**config.mk**
```make
export PLATFORM = sky130hd
export DESIGN_NAME = reset_seq
export DESIGN_NICKNAME = d
export VERILOG_FILES = /design/src/rtl/reset_seq_pkg.sv /design/src/rtl/reset_seq_debounce.sv /design/src/rtl/reset_seq.sv
export SDC_FILE = /design/constraint.sdc
export NUM_CORES = 1
export LEC_CHECK = 0
export ABC_CLOCK_PERIOD_IN_PS = 2300
export BUFFER_PORTS_ARGS = -buffer_cell sky130_fd_sc_hd__buf_2
export CAP_MARGIN = 20
export CORE_AREA = 4 4 41 43
export DETAILED_ROUTE_END_ITERATION = 16
export DIE_AREA = 0 0 45 47
export GPL_TIMING_DRIVEN = 1
export PLACE_DENSITY = 0.69
export SLEW_MARGIN = 15
export SYNTH_ARGS = -nofsm -noshare
export SYNTH_HDL_FRONTEND = slang
export SYNTH_SLANG_ARGS = --single-unit
```
**constraint.sdc**
```tcl
create_clock -name i_clk -period 2.3 [get_ports i_clk]
set_input_delay 0.115 -clock i_clk [delete_from_list [all_inputs] [get_ports i_clk]]
set_output_delay 0.115 -clock i_clk [all_outputs]
set_load 0.05 [all_outputs]
```
**src/rtl/reset_seq_pkg.sv**
```systemverilog
// Shared definitions for the reset sequencer: FSM encoding, parameter defaults
// and the legality rule applied at elaboration.
package reset_seq_pkg;

    typedef enum logic [1:0] {
        HOLD = 2'd0,
        SEQ  = 2'd1,
        RUN  = 2'd2
    } state_t;

    localparam int DEF_SYNC_STAGES     = 2;
    localparam int DEF_DEBOUNCE_CYCLES = 4;
    localparam int DEF_N_OUT           = 3;
    localparam int DEF_STEP_CYCLES     = 2;

    function automatic bit params_legal(input int sync_stages, input int debounce_cycles,
                                        input int n_out, input int step_cycles);
        return (sync_stages >= 2) && (debounce_cycles >= 1) &&
               (n_out >= 1) && (step_cycles >= 1);
    endfunction

endpackage

```
**src/rtl/reset_seq_debounce.sv**
```systemverilog
// Button path: synchroniser into the clock domain, then a stability counter
// that only lets the debounced level change after a long enough steady run.
module rst_debounce
    import reset_seq_pkg::*;
#(
    parameter int SYNC_STAGES     = DEF_SYNC_STAGES,
    parameter int DEBOUNCE_CYCLES = DEF_DEBOUNCE_CYCLES
) (
    input  logic clk,
    input  logic rst_n,
    input  logic btn,
    output logic btn_db
);

    localparam int CW = $clog2(DEBOUNCE_CYCLES + 1);

    logic [SYNC_STAGES-1:0] sync;
    logic [CW-1:0]          cnt;
    logic                   synced;

    assign synced = sync[SYNC_STAGES-1];

    // Reset to 1 so a released button is seen as released from the start.
    always_ff @(posedge clk or negedge rst_n) begin
        if (!rst_n) begin
            sync <= '1;
        end else begin
            sync <= {sync[SYNC_STAGES-2:0], btn};
        end
    end

    always_ff @(posedge clk or negedge rst_n) begin
        if (!rst_n) begin
            cnt    <= '0;
            btn_db <= 1'b1;
        end else if (synced == btn_db) begin
            cnt <= '0;
        end else if (cnt == CW'(DEBOUNCE_CYCLES - 1)) begin
            btn_db <= synced;
            cnt    <= '0;
        end else begin
            cnt <= cnt + CW'(1);
        end
    end

endmodule

```
**src/rtl/reset_seq.sv**
```systemverilog
// Top-level reset controller: immediate assertion on the board reset, ordered
// and spaced release of the domain resets once every request source is quiet.
module reset_seq
    import reset_seq_pkg::*;
#(
    parameter int SYNC_STAGES     = DEF_SYNC_STAGES,
    parameter int DEBOUNCE_CYCLES = DEF_DEBOUNCE_CYCLES,
    parameter int N_OUT           = DEF_N_OUT,
    parameter int STEP_CYCLES     = DEF_STEP_CYCLES
) (
    input  logic             i_clk,
    input  logic             i_rst,
    input  logic             i_btn,
    input  logic             i_sw_rst,
    output logic [N_OUT-1:0] o_rst,
    output logic             o_ready
);

    if (!params_legal(SYNC_STAGES, DEBOUNCE_CYCLES, N_OUT, STEP_CYCLES)) begin : g_bad_params
        $error("reset_seq: illegal parameter combination");
    end

    localparam int SW = $clog2(STEP_CYCLES + 1);

    logic [SYNC_STAGES-1:0] rst_chain;
    logic                   rst_sync_n;
    logic                   btn_db;
    logic                   abort;

    state_t           state, state_nxt;
    logic [N_OUT-1:0] rst_nxt, rst_shift;
    logic             ready_nxt;
    logic [SW-1:0]    step_cnt, step_nxt;

    rst_debounce #(
        .SYNC_STAGES    (SYNC_STAGES),
        .DEBOUNCE_CYCLES(DEBOUNCE_CYCLES)
    ) u_debounce (
        .clk   (i_clk),
        .rst_n (i_rst),
        .btn   (i_btn),
        .btn_db(btn_db)
    );

    // Asserts asynchronously, releases only after shifting 1s through the chain.
    always_ff @(posedge i_clk or negedge i_rst) begin
        if (!i_rst) begin
            rst_chain <= '0;
        end else begin
            rst_chain <= {rst_chain[SYNC_STAGES-2:0], 1'b1};
        end
    end

    assign rst_sync_n = rst_chain[SYNC_STAGES-1];
    assign abort      = !btn_db || i_sw_rst;

    always_ff @(posedge i_clk or negedge i_rst) begin
        if (!i_rst) begin
            state    <= HOLD;
            o_rst    <= '0;
            o_ready  <= 1'b0;
            step_cnt <= '0;
        end else begin
            state    <= state_nxt;
            o_rst    <= rst_nxt;
            o_ready  <= ready_nxt;
            step_cnt <= step_nxt;
        end
    end

    // Releasing shifts a 1 in at bit 0, so bits leave reset lowest first.
    always_comb begin
        state_nxt = state;
        rst_nxt   = o_rst;
        ready_nxt = o_ready;
        step_nxt  = step_cnt;
        rst_shift = N_OUT'({o_rst, 1'b1});
        unique case (state)
            HOLD: begin
                rst_nxt   = '0;
                ready_nxt = 1'b0;
                step_nxt  = '0;
                if (rst_sync_n && !abort) begin
                    rst_nxt   = N_OUT'(1);
                    ready_nxt = (N_OUT == 1);
                    state_nxt = (N_OUT == 1) ? RUN : SEQ;
                end
            end
            SEQ: begin
                if (abort) begin
                    state_nxt = HOLD;
                    rst_nxt   = '0;
                    ready_nxt = 1'b0;
                    step_nxt  = '0;
                end else if (step_cnt == SW'(STEP_CYCLES - 1)) begin
                    rst_nxt  = rst_shift;
                    step_nxt = '0;
                    if (&rst_shift) begin
                        state_nxt = RUN;
                        ready_nxt = 1'b1;
                    end
                end else begin
                    step_nxt = step_cnt + SW'(1);
                end
            end
            RUN: begin
                if (abort) begin
                    state_nxt = HOLD;
                    rst_nxt   = '0;
                    ready_nxt = 1'b0;
                    step_nxt  = '0;
                end
            end
            default: begin
                state_nxt = HOLD;
                rst_nxt   = '0;
                ready_nxt = 1'b0;
                step_nxt  = '0;
            end
        endcase
    end

endmodule

```
==> flow_summary.yaml <==
clocking:
  post_cts_buffers: 0
  cts-buffers-inserted: 3
  cts.clk_slew.worst_paths_ns: 0.09
  clockBufferDepth: 2
  htreeDepth: 1
  cts_tree: "built"
  root_buffer: "clkbuf_4"
  clkLatencyLatePin_ns: 0.27
  clock-sinks: 16
routing:
  ant_nets: 0
  viasPerCell: 5.14
  drt-wirelength-per-cell_um: 11.8
  dr.pass1.iters: 4
  drt_iter0_drc: 8
  wl_um: 946
  vias: 411
  drc: 0
logic_synthesis:
  yosys_warnings: 0
  netlist_area_um2: 656
  yosysSeqAreaShare_pct: 61.6
  synth.distinct_cells: 23
  syn_inst: 52
  synth.net_count: 57
  synth.avg_cell_area_um2: 12.6
  synth-seq-cells: 16
layout:
  mostFrequentLayoutCells: "dfrtp_1, buf_2, nor2_1"
  fillers: 116
  area_delta_synth_final_pct: 16.8
  antennaDiodeCount: 0
  final_util_pct: 58.8
  design_area_um2: 766
  fin_nets: 71
  layout_commonest_cell: "dfrtp_1"
  layout-drive-gt1-share_pct: 27.7
floorplanning:
  coreArea_um2: 1300
  initial_core_util_pct: 50.4
  io_pins: 8
  dieArea_um2: 2120
  die_w_um: 45
  die_y_um: 47
  std_cell_rows: 13
place:
  portBuffers: 7
  placed_area_um2: 709
  place_hpwl_um: 705
  finalWeightedCongestion: 0.714
sta:
  clock_skew_ns: 0.00110
  setup_tns_ns: 0
  max_freq_ghz: 0.839
  hold_viol: 0
  report.final.slew_viol_count: 0
  rsz0062_at_grt: "false"
  min_period_over_period_pct: 51.9
  setup_viol: 0
  period_minus_slack_ns: 1.19
setup_path:
  crit_path_max_fanout: 3
  cp-end-kind: "flip-flop"
  worstPathRequired_ns: 2.51
  slowest_stage: "mux2_2"
  criticalPathCategory: "reg -> reg"
  critical_path_arrival_ns: 1.40
  max_stage_delay_ns: 0.37
  start_kind: "flip-flop"
  path_cells: "ha_1 -> nor2b_1 -> mux2_2"
global_routing:
  overflow: 0
  antenna_found_initial: 0
  grt_pass1_wl_mm: 1.79
  groute.usage.overall_pct: 12.0
  grt_pass1_vias: 422
  grt_max_degree: 17
power_and_ir_drop:
  finalPower_mw: 0.637
  power.leakage_nw: 0.357
  power_density_nw_per_um2: 832
  peakVddDrop_v: 0.000478
worst_hold_path:
  hold_class: "in -> reg"
run_status:
  run_status: "complete, no violations"
flow_run:
  drv_cap: 0
-- registers in the layout (all words and copies together) (netlist names) --
signal / flops
o_ready: 1
o_rst: 3
rst_chain: 2
state: 2
step_cnt: 2
u_debounce.btn_db: 1
u_debounce.cnt: 3
u_debounce.sync: 2
-- worst max-delay path: cells and delay by family, from the launching register on --
family | cells | cell delay [ns]
multiplexers | 1 | 0.37
flip-flops | 1 | 0.36
AND/OR/NAND/NOR | 1 | 0.24
adder cells (fa/ha/maj) | 1 | 0.16
-- where the power goes --
| group | total (mW) | internal [mW] | switching, mW |
|---|---|---|---|
| registers | 0.349 | 0.322 | 0.0265 |
| logic | 0.112 | 0.0506 | 0.0617 |
| clock network | 0.176 | 0.0961 | 0.0797 |
-- layout make-up --
| class | instances | area, um2 | area share (%) |
|---|---|---|---|
| well taps | 15 | 18.8 | 2.45 |
| clock buffers | 4 | 36.3 | 4.74 |
| repair buffers | 9 | 55.1 | 7.19 |
| multi-input cells | 36 | 251 | 32.8 |
| flip-flops and latches | 16 | 404 | 52.8 |
-- metal layers --
layer / wire (um) / track usage, % / part of all wire [%]
met1: 497 / 15.8 / 53
met2: 402 / 18.4 / 42
met3: 39 / 3.45 / 4.1
met4: 8 / 5.26 / 0.85
met5: 0 / 0 / 0
-- Yosys cell counts (all sizes together) --
cell type / n / area [um2]
dfrtp: 13 / 325
nor2: 4 / 15.0
a21oi: 3 / 15.0
dfstp: 3 / 78.8
nand3: 3 / 15.0
nor2b: 3 / 21.3
nor3b: 3 / 22.5
o21ai: 3 / 15.0
and2b: 2 / 15.0
mux2i: 2 / 20.0
nand2b: 2 / 12.5
a2111oi: 1 / 15.0
and4b: 1 / 13.8
conb: 1 / 3.75
ha: 1 / 12.5
mux2: 1 / 11.3
nand2: 1 / 3.75
nor3: 1 / 5.00
o211a: 1 / 10.0
o21bai: 1 / 7.51
o311ai: 1 / 8.76
xnor2: 1 / 8.76
-- final timing paths --
check	startpoint	endpoint	slack, ns	cells after the start
max	u_debounce.cnt[0]$_DFF_PN0_	u_debounce.btn_db$_DFFE_PN1P_	1.11	3
min	i_sw_rst	state[0]$_DFFE_PN0P_	0.17	3
max reg2reg	u_debounce.cnt[0]$_DFF_PN0_	u_debounce.btn_db$_DFFE_PN1P_	1.11	3
min reg2reg	u_debounce.sync[0]$_DFF_PN1_	u_debounce.sync[1]$_DFF_PN1_	0.36	0
max in group asynchronous	i_rst	u_debounce.sync[0]$_DFF_PN1_	1.74	2
min in group asynchronous	i_rst	o_ready$_DFFE_PN0P_	0.27	2
-- metrics by stage --
step / instances / hold WS, ns / setup slack (ns)
4_1_cts: 80 / 0.174 / 1.10
5_1_grt: 80 / 0.198 / 1.01
2_1_floorplan: 52 / -0.181 / 1.00
3_3_place_gp: 74 / 0.0393 / 1.12
3_5_place_dp: 74 / 0.0367 / 1.12
6_report: 80 / 0.173 / 1.11
-- logic make-up (layout without fill, tap and decap cells) --
group | after synthesis | in the layout | synth area share, %
AOI/OAI and AO/OA | 10 | 10 | 10.9
xor gates and xnor gates | 1 | 1 | 1.34
adders and majority gates | 1 | 1 | 1.91
buffers and inverters | 0 | 13 | 0
DFF | 16 | 16 | 61.6
muxes | 3 | 3 | 4.77
other | 1 | 1 | 0.572
and+or+nand+nor | 20 | 20 | 18.9
-- what timing repair did --
| item | in CTS | in global routing |
|---|---|---|
| gates resized for setup | 0 | 0 |
| setup endpoints to repair | 0 | 0 |
| hold endpoints to repair | 14 | 0 |
| hold buffers | 2 | 0 |
(Power assumes the default switching activity.)
